`src/rtl/store_buffer_if.sv`:
```
// Store buffer port bundle: enqueue from the data cache, drain to memory, load-forward lookup.
// master = cache/load side driving requests, slave = the store buffer itself.
interface store_buffer_if #(
  parameter int DEPTH = 4
);
  localparam int CW = $clog2(DEPTH) + 1;

  logic          enq_valid;
  logic [31:0]   enq_addr;
  logic [31:0]   enq_data;
  logic [3:0]    enq_byte_en;
  logic          enq_ready;

  logic          drain_valid;
  logic [31:0]   drain_addr;
  logic [31:0]   drain_data;
  logic [3:0]    drain_byte_en;
  logic          drain_ready;

  logic [31:0]   fwd_addr;
  logic          fwd_hit;
  logic          fwd_partial;
  logic [31:0]   fwd_data;

  logic          full;
  logic          empty;
  logic [CW-1:0] count;

  modport master (
    output enq_valid, enq_addr, enq_data, enq_byte_en, drain_ready, fwd_addr,
    input  enq_ready, drain_valid, drain_addr, drain_data, drain_byte_en,
           fwd_hit, fwd_partial, fwd_data, full, empty, count
  );

  modport slave (
    input  enq_valid, enq_addr, enq_data, enq_byte_en, drain_ready, fwd_addr,
    output enq_ready, drain_valid, drain_addr, drain_data, drain_byte_en,
           fwd_hit, fwd_partial, fwd_data, full, empty, count
  );
endinterface

```
`src/rtl/store_buffer.sv`:
```
// In-order store buffer (circular FIFO) with youngest-match load forwarding.
// Define SB_FORWARD_EN to build the forwarding comparators; otherwise any occupancy stalls loads.
module store_buffer #(
  parameter int DEPTH = 4
) (
  input  logic          clk_i,
  input  logic          reset_i,
  store_buffer_if.slave sb
);
  localparam int PW = $clog2(DEPTH);
  localparam int CW = PW + 1;

  logic [PW-1:0] head_q, head_d, tail_q, tail_d;
  logic [CW-1:0] count_q, count_d;
  logic [DEPTH-1:0] valid_q, valid_d;
  logic [31:0] addr_q [DEPTH];
  logic [31:0] data_q [DEPTH];
  logic [3:0]  be_q   [DEPTH];

  logic full, empty, enq_fire, ret_fire;

  assign full     = (count_q == CW'(DEPTH));
  assign empty    = (count_q == '0);
  assign enq_fire = sb.enq_valid && !full && !reset_i;
  assign ret_fire = sb.drain_ready && !empty && !reset_i;

  always_comb begin
    head_d  = head_q;
    tail_d  = tail_q;
    count_d = count_q;
    valid_d = valid_q;
    if (ret_fire) begin
      valid_d[head_q] = 1'b0;
      head_d          = head_q + 1'b1;
    end
    if (enq_fire) begin
      valid_d[tail_q] = 1'b1;
      tail_d          = tail_q + 1'b1;
    end
    if (enq_fire && !ret_fire)      count_d = count_q + 1'b1;
    else if (ret_fire && !enq_fire) count_d = count_q - 1'b1;
  end

  always_ff @(posedge clk_i) begin
    if (reset_i) begin
      head_q  <= '0;
      tail_q  <= '0;
      count_q <= '0;
      valid_q <= '0;
    end else begin
      head_q  <= head_d;
      tail_q  <= tail_d;
      count_q <= count_d;
      valid_q <= valid_d;
    end
  end

  // Payload needs no reset: nothing reads it unless its valid/count says so.
  always_ff @(posedge clk_i) begin
    if (enq_fire) begin
      addr_q[tail_q] <= sb.enq_addr;
      data_q[tail_q] <= sb.enq_data;
      be_q[tail_q]   <= sb.enq_byte_en;
    end
  end

  assign sb.enq_ready     = reset_i || !full;
  assign sb.drain_valid   = !reset_i && !empty;
  assign sb.drain_addr    = sb.drain_valid ? addr_q[head_q] : '0;
  assign sb.drain_data    = sb.drain_valid ? data_q[head_q] : '0;
  assign sb.drain_byte_en = sb.drain_valid ? be_q[head_q]   : '0;
  assign sb.full          = !reset_i && full;
  assign sb.empty         = reset_i || empty;
  assign sb.count         = reset_i ? '0 : count_q;

`ifdef SB_FORWARD_EN
  logic        hit_c, part_c;
  logic [31:0] fdata_c;
  logic        unused_ok;

  // Walk oldest to youngest so the last match wins.
  always_comb begin
    logic [PW-1:0] idx;
    hit_c   = 1'b0;
    part_c  = 1'b0;
    fdata_c = '0;
    idx     = '0;
    for (int i = 0; i < DEPTH; i++) begin
      idx = head_q + PW'(i);
      if ((CW'(i) < count_q) && valid_q[idx] &&
          (addr_q[idx][31:2] == sb.fwd_addr[31:2])) begin
        if (be_q[idx] == 4'hF) begin
          hit_c   = 1'b1;
          part_c  = 1'b0;
          fdata_c = data_q[idx];
        end else begin
          hit_c   = 1'b0;
          part_c  = 1'b1;
          fdata_c = '0;
        end
      end
    end
  end

  assign sb.fwd_hit     = !reset_i && hit_c;
  assign sb.fwd_partial = !reset_i && part_c;
  assign sb.fwd_data    = reset_i ? '0 : fdata_c;
  assign unused_ok      = ^sb.fwd_addr[1:0];
`else
  logic unused_ok;

  assign sb.fwd_hit     = 1'b0;
  assign sb.fwd_partial = !reset_i && !empty;
  assign sb.fwd_data    = '0;
  assign unused_ok      = ^{sb.fwd_addr, valid_q};
`endif
endmodule

```
`src/flat_wrapper.sv`:
```
// flat-port wrapper written by rule: the top's interface ports become plain ports
module store_buffer_flat 
#(
  parameter int DEPTH = 4
)
  (clk_i, reset_i, sb_enq_valid, sb_enq_addr, sb_enq_data, sb_enq_byte_en, sb_drain_ready, sb_fwd_addr, sb_enq_ready, sb_drain_valid, sb_drain_addr, sb_drain_data, sb_drain_byte_en, sb_fwd_hit, sb_fwd_partial, sb_fwd_data, sb_full, sb_empty, sb_count);
  store_buffer_if #(.DEPTH(DEPTH)) sb_i ();
  input  logic clk_i;
  input  logic reset_i;
  input wire logic [$bits(sb_i.enq_valid)-1:0] sb_enq_valid;
  input wire logic [$bits(sb_i.enq_addr)-1:0] sb_enq_addr;
  input wire logic [$bits(sb_i.enq_data)-1:0] sb_enq_data;
  input wire logic [$bits(sb_i.enq_byte_en)-1:0] sb_enq_byte_en;
  input wire logic [$bits(sb_i.drain_ready)-1:0] sb_drain_ready;
  input wire logic [$bits(sb_i.fwd_addr)-1:0] sb_fwd_addr;
  output wire logic [$bits(sb_i.enq_ready)-1:0] sb_enq_ready;
  output wire logic [$bits(sb_i.drain_valid)-1:0] sb_drain_valid;
  output wire logic [$bits(sb_i.drain_addr)-1:0] sb_drain_addr;
  output wire logic [$bits(sb_i.drain_data)-1:0] sb_drain_data;
  output wire logic [$bits(sb_i.drain_byte_en)-1:0] sb_drain_byte_en;
  output wire logic [$bits(sb_i.fwd_hit)-1:0] sb_fwd_hit;
  output wire logic [$bits(sb_i.fwd_partial)-1:0] sb_fwd_partial;
  output wire logic [$bits(sb_i.fwd_data)-1:0] sb_fwd_data;
  output wire logic [$bits(sb_i.full)-1:0] sb_full;
  output wire logic [$bits(sb_i.empty)-1:0] sb_empty;
  output wire logic [$bits(sb_i.count)-1:0] sb_count;
  assign sb_i.enq_valid = sb_enq_valid;
  assign sb_i.enq_addr = sb_enq_addr;
  assign sb_i.enq_data = sb_enq_data;
  assign sb_i.enq_byte_en = sb_enq_byte_en;
  assign sb_i.drain_ready = sb_drain_ready;
  assign sb_i.fwd_addr = sb_fwd_addr;
  assign sb_enq_ready = sb_i.enq_ready;
  assign sb_drain_valid = sb_i.drain_valid;
  assign sb_drain_addr = sb_i.drain_addr;
  assign sb_drain_data = sb_i.drain_data;
  assign sb_drain_byte_en = sb_i.drain_byte_en;
  assign sb_fwd_hit = sb_i.fwd_hit;
  assign sb_fwd_partial = sb_i.fwd_partial;
  assign sb_fwd_data = sb_i.fwd_data;
  assign sb_full = sb_i.full;
  assign sb_empty = sb_i.empty;
  assign sb_count = sb_i.count;
  store_buffer #(.DEPTH(DEPTH)) u_core (.clk_i(clk_i), .reset_i(reset_i), .sb(sb_i));
endmodule
```
`config.mk`:
```
export PLATFORM = sky130hd
export DESIGN_NAME = store_buffer_flat
export DESIGN_NICKNAME = d
export VERILOG_FILES = /design/src/rtl/store_buffer_if.sv /design/src/rtl/store_buffer.sv /design/src/flat_wrapper.sv
export SDC_FILE = /design/constraint.sdc
export NUM_CORES = 1
export LEC_CHECK = 0
export BUFFER_PORTS_ARGS = -buffer_cell sky130_fd_sc_hd__buf_4
export CORE_UTILIZATION = 55
export DETAILED_ROUTE_END_ITERATION = 8
export PLACE_DENSITY = 0.82
export SYNTH_ARGS = -nofsm -noshare
export SYNTH_HDL_FRONTEND = slang
export SYNTH_SLANG_ARGS = --single-unit
```
`constraint.sdc`:
```
create_clock -name clk_i -period 3.7 [get_ports clk_i]
set_clock_uncertainty 0.15 [all_clocks]
set_input_delay 0 -clock clk_i [delete_from_list [all_inputs] [get_ports clk_i]]
set_output_delay 0 -clock clk_i [all_outputs]
set_load 0.01 [all_outputs]
```
==> results of run 1 <==
## kinds of logic (layout without fill, tap and decap cells)
family | Yosys count | after routing | share of synthesized area, %
other | 1 | 33 | 0.0339
adder cells (fa/ha/maj) | 6 | 6 | 0.746
AND/OR/NAND/NOR | 90 | 90 | 4.82
flip-flops | 281 | 281 | 75.4
AO/OA/AOI/OAI | 8 | 8 | 0.452
XOR/XNOR | 2 | 2 | 0.158
buffers and inverters | 75 | 290 | 4.30
multiplexers | 71 | 71 | 14.1
## placed cells by master (no fill, tap or decap), types with 5 or more instances in the layout
cell	netlist	layout
and3_1	68	68
buf_4	34	159
clkbuf_1	20	7
clkbuf_16	0	29
clkinv_1	0	6
conb_1	1	33
dfxtp_1	9	7
dlygate4sd3_1	0	72
edfxtp_1	272	272
ha_1	5	5
inv_1	8	7
mux4_2	68	68
nand2_1	6	6
nor2_1	5	5
## area by class of cell
type,instances,area (um^2)
Tap cell,265,332
Inverter,8,30.0
Clock buffer,36,752
Sequential cell,281,8360
Clock inverter,13,110
Multi-Input combinational cell,210,2380
Fill cell,1132,5670
Timing Repair Buffer,233,1950
## state kept, by name, summed over array words and instances (netlist names), named ones only
name and count:
u_core.tail_q 2, u_core.data_q 128, u_core.head_q 2, u_core.count_q 3, u_core.be_q 16, u_core.addr_q 128
## per-layer routing
layer | GRT usage (%) | part of all wire (%) | up-vias
met1 | 28.2 | 39 | 2964
met4 | 4.65 | 0.99 | 0
met3 | 4.67 | 6.2 | 22
met2 | 40.8 | 54 | 214
met5 | 0 | 0 | -
li1 | - | - | 2549
## path summary, 6_finish.rpt
check / startpoint / endpoint / slack, ns / depth (start not counted)
setup / recovery: flop / sb_drain_data[23] / 0.92 / 4
hold / removal: sb_enq_addr[3] / u_core.addr_q[2][3]$_DFFE_PP_ / 0.07 / 2
setup reg to reg: u_core.count_q[0]$_SDFFE_PP0P_ / u_core.count_q[2]$_SDFFE_PP0P_ / 0.94 / 8
hold reg to reg: u_core.head_q[1]$_SDFFE_PP0P_ / flop / 0.31 / 1
## power by group through the flow
stage	Combinational, mW	Sequential (mW)	Clock, mW
floorplan	1.58	3.87	0
global placement	2.16	4.02	0
detailed placement	2.21	4.05	0
CTS	2.29	3.98	2.71
global route	2.45	4.01	2.84
finish	2.27	3.97	2.67
## through the flow
stage                     hold slack (ns)  instance area [um^2]  instances
final                              0.0693                 13900       1046
after global routing               0.0521                 13900       1046
after CTS                          0.0395                 13900       1046
after detailed placement           0.0536                 12300        925
after global placement             0.0478                 12300        925
after floorplan                   -0.0511                 11200        566
## worst max-delay path: stages (launching register included)
cell and delay [ns]:
dfxtp_4 0.78, buf_4 0.41, mux4_2 0.55, and3_1 0.20, buf_4 0.14
==> run summary, run 1 <==
Fin crit share: 75.2%
Setup_tns: 0 ns
Via count: 5,749
FF+latch count, synth: 281
Initial core utilization: 56.5%
Slew Limit Fails: 0
Lkg Pwr: 5.11 nW
Mean area per synthesized cell: 20.7 um^2
Hold Vio Cnt, Final: 0
Number of library cell types mapped by synthesis: 31
Initial antenna violation count: 0
CP Launch Type: flop
Setup WS pre-CTS: 0.973 ns
Post-synthesis sequential area ratio: 75.4%
Port bufs: 147
Total track usage: 22.6%
Asr flop ratio synth: 0%
Arrival time worst endpoint: 2.63 ns
Most frequent cell after synthesis: edfxtp_1
GP Congestion: 0.791
Iter 0 DRT Violations: 383
Area leader, netlist: edfxtp_1
Comb power frac: 25.5%
EDFF count, synth: 272
Clk pwr share: 30.0%
Critical path type: flop to primary output
Outcome: finished, final reports clean
Post-Route Utilization: 71.0%
Die width: 144 um
Largest net degree at the start of global routing: 74
Critical Path Fanout Max: 30
CTS Buf Count: 28
Synth Flop Type: edfxtp_1
Layout cells sized above 1: 35.1%
Dpl hpwl: 12,200 um
Post-CTS Resized: 0
CTS tree: yes
Drt wl/cell: 21.5 um
Largest cells by area after synthesis: edfxtp_1 (74%), mux4_2 (14%), and3_1 (3.8%)
RSZ-0062 raised after global routing: false
Number of diodes: 0
Clock buffer depth: 3
Sw Share: 27.0%
Yosys top cell area share: 73.7%
Gr ovfl total: 0
Worst-path clk slew: 0.06 ns
Vias in the first global route: 6,193
Minimum clock period after layout: 2.78 ns
List of most frequent post-synthesis cells: edfxtp_1 (272), and3_1 (68), mux4_2 (68), buf_4 (34), clkbuf_1 (20)
Final Setup Violations: 0
Area delta synth->final: 25.6%
Psw: 2.41 mW
CTS sink cnt: 281
Hold buffers post-CTS: 72
Root Buffer: clkbuf_16
Req. time, crit path: 3.55 ns
Die Span Y: 144 um
Antenna-violating nets left: 0
Power, Total: 8.92 mW
Max cap viols: 0
Total die area: 0.0207 mm^2
Worst-Skew Late Latency: 0.52 ns
DRT Wirelength: 22,500 um
Seq pwr share: 44.5%
Setup WS post-layout: 0.918 ns
Worst Hold Class: primary input to flop
Slew @ Worst Pin: 1.04 ns
Worst vdd ir: 0.490 mV
First-pass GRT wire length: 34,400 um
I/O pin total: 213
Pwr dens: 641 mW/mm^2
DR DRC count: 0
Crit path capture type: primary output
Ys Warns: 0
Syn Std Cell Area: 0.0111 mm^2
DR pass1 iterations: 6
Final net count: 872
Relative slew slack: 30.8%
Mapped Cells: 534
# rows: 51
Via density: 5.50
Fmax: 0.360 GHz
Power Internal: 6.51 mW
Postcts setup bufs: 0
Total number of H-tree levels: 1
Total core area: 0.0196 mm^2
(Power assumes the default switching activity.)
==> inputs of run 2 (changes only) <==
clock period = 2.7 ns   (was 3.7 ns; I/O delays follow)
==> run summary, run 2 (same netlist as run 1, synthesis figures left out) <==
Die width: 144 um (unchanged)
Critical path type: flop to flop (was flop to primary output)
Worst-path clk slew: 0.06 ns (about the same)
Register-to-Register Path Depth: 8 (unchanged)
Number of diodes: 0 (unchanged)
Iter 0 DRT Violations: 317 (was 383)
Pwr dens: 878 mW/mm^2 (was 641 mW/mm^2)
Postcts setup bufs: 0 (unchanged)
Via density: 5.49 (was 5.50)
Slew Limit Fails: 0 (unchanged)
Total track usage: 21.2% (was 22.6%)
Power Internal: 9.04 mW (was 6.51 mW)
# rows: 51 (unchanged)
Initial antenna violation count: 0 (unchanged)
Arrival time worst endpoint: 2.81 ns (was 2.63 ns)
Seq pwr share: 43.2% (was 44.5%)
Hold path start: sb_enq_addr[6] (was sb_enq_addr[3])
Largest regs: u_core.addr_q x128, u_core.data_q x128, u_core.be_q x16 (unchanged)
Max cap viols: 0 (unchanged)
Total die area: 0.0207 mm^2 (unchanged)
Clock buffer depth: 3 (unchanged)
Worst R2R End: u_core.count_q[2]$_SDFFE_PP0P_ (unchanged)
Vias in the first global route: 6,044 (was 6,193)
Total number of H-tree levels: 1 (unchanged)
Sw Share: 26.7% (was 27.0%)
I/O pin total: 213 (unchanged)
DRT Wirelength: 21,500 um (was 22,500 um)
Final Setup Violations: 0 (unchanged)
CTS Buf Count: 27 (was 28)
Final net count: 873 (was 872)
RSZ-0062 raised after global routing: false (unchanged)
Worst-Skew Late Latency: 0.51 ns (was 0.52 ns)
Total core area: 0.0196 mm^2 (unchanged)
Setup WS pre-CTS: 0.201 ns (was 0.973 ns)
Clk pwr share: 30.4% (was 30.0%)
Hold Vio Cnt, Final: 0 (unchanged)
Die Span Y: 144 um (unchanged)
Post-Route Utilization: 71.7% (was 71.0%)
Lkg Pwr: 5.16 nW (was 5.11 nW)
Post-CTS Resized: 0 (unchanged)
Fmax: 0.399 GHz
Dpl hpwl: 11,800 um (was 12,200 um)
Setup WS post-layout: 0.194 ns (was 0.918 ns)
Most frequent cells in the layout: edfxtp_1 (272), buf_4 (153), dlygate4sd3_1 (72) (was edfxtp_1 (272), buf_4 (159), dlygate4sd3_1 (72))
Gr ovfl total: 0 (unchanged)
Worst Hold Class: primary input to flop (unchanged)
Minimum clock period after layout: 2.51 ns
Reg2Reg Launch Point: u_core.count_q[0]$_SDFFE_PP0P_ (unchanged)
DR DRC count: 0 (unchanged)
Via count: 5,745 (was 5,749)
Hold buffers post-CTS: 72 (unchanged)
Largest net degree at the start of global routing: 74 (unchanged)
Fill cells: 1,156 (was 1,132)
R2R Setup Slk: 0.19 ns (was 0.94 ns)
Area delta synth->final: 26.9% (was 25.6%)
Fin crit share: 92.8%
Layout cells sized above 1: 35.9% (was 35.1%)
DR pass1 iterations: 4 (was 6)
Initial core utilization: 56.5% (unchanged)
Psw: 3.30 mW (was 2.41 mW)
Placed insts: 927 (was 925)
Commonest non-fill, non-tap cell in the layout: edfxtp_1 (unchanged)
WHS Endpoint: u_core.addr_q[3][6]$_DFFE_PP_ (was u_core.addr_q[2][3]$_DFFE_PP_)
CP Launch Type: flop (unchanged)
Antenna-violating nets left: 0 (unchanged)
Req. time, crit path: 3.01 ns (was 3.55 ns)
First-pass GRT wire length: 32,600 um (was 34,400 um)
Slew @ Worst Pin: 0.715 ns (was 1.04 ns)
Drt wl/cell: 20.5 um (was 21.5 um)
Port bufs: 147 (unchanged)
Crit path capture type: flop (was primary output)
Setup_tns: 0 ns (unchanged)
Critical Path Fanout Max: 6 (was 30)
CTS tree: yes (unchanged)
Relative slew slack: 52.3% (was 30.8%)
Root Buffer: clkbuf_16 (unchanged)
GP Congestion: 0.787 (was 0.791)
Outcome: finished, final reports clean (unchanged)
Worst vdd ir: 0.658 mV (was 0.490 mV)
Final cell count without fillers: 1,047 (was 1,046)
Comb power frac: 26.4% (was 25.5%)
Power, Total: 12.3 mW (was 8.92 mW)
CTS sink cnt: 281 (unchanged)
Worst Hold Depth: 2 (unchanged)
## run 2: cell count changes in the layout (fill, tap and decap cells not counted)
cell        before  now
bufinv_16        2    4
buf_4          159  153
clkbuf_1         7    3
clkinv_1         6    4
inv_6            0    1
clkbuf_16       29   27
clkinvlp_4       1    3
buf_12           2   10
clkinv_2         4    6
## run 2: area by class of cell
class / count / area (um^2) / share of cell area (%)
Clock inverter: 18 / 196 / 1.40
Tap cell: 265 / 332 / 2.36
Multi-Input combinational cell: 210 / 2380 / 17.0
Clock buffer: 30 / 687 / 4.89
Sequential cell: 281 / 8360 / 59.5
Timing Repair Buffer: 235 / 2070 / 14.7
Inverter: 8 / 30.0 / 0.214
## run 2: worst max-delay path by stage
stage                                   start                        endpoint  slack (ns)
6_report       u_core.count_q[0]$_SDFFE_PP0P_  u_core.count_q[2]$_SDFFE_PP0P_        0.19
5_1_grt        u_core.count_q[0]$_SDFFE_PP0P_  u_core.count_q[2]$_SDFFE_PP0P_        0.09
4_1_cts                                  flop               sb_drain_data[18]        0.18
2_1_floorplan  u_core.count_q[0]$_SDFFE_PP0P_  u_core.count_q[2]$_SDFFE_PP0P_        0.19
3_3_place_gp   u_core.count_q[0]$_SDFFE_PP0P_  u_core.count_q[2]$_SDFFE_PP0P_        0.29
3_5_place_dp   u_core.count_q[0]$_SDFFE_PP0P_  u_core.count_q[2]$_SDFFE_PP0P_        0.20
## run 2: metrics by stage
stage / hold WS [ns] / area, um^2
global placement: 0.0477 / 12400
finish: 0.0731 / 14100
detailed placement: 0.0536 / 12400
global route: 0.0637 / 14100
floorplan: -0.0511 / 11200
CTS: 0.0560 / 14100
## run 2: routing by layer
layer / track usage, % / share of wire (%)
met3: 3.87 / 6.1
met5: 0 / 0
met1: 27.0 / 40
met2: 37.8 / 53
met4: 4.98 / 1.5
## run 2: power groups by stage
stage	clock, mW	sequential (mW)	combinational [mW]
final	3.75	5.33	3.26
after global routing	3.97	5.37	3.52
after CTS	3.80	5.34	3.29
after detailed placement	0	5.43	3.18
after global placement	0	5.40	3.14
after floorplan	0	5.30	2.16
## run 2: critical path: stages (launching register included)
cell,delay (ns)
dfxtp_1,0.37
or3_2,0.49
nand3_1,0.14
ha_1,0.20
inv_1,0.06
fa_1,0.37
xor2_1,0.17
or4_1,0.40
nand2_1,0.09
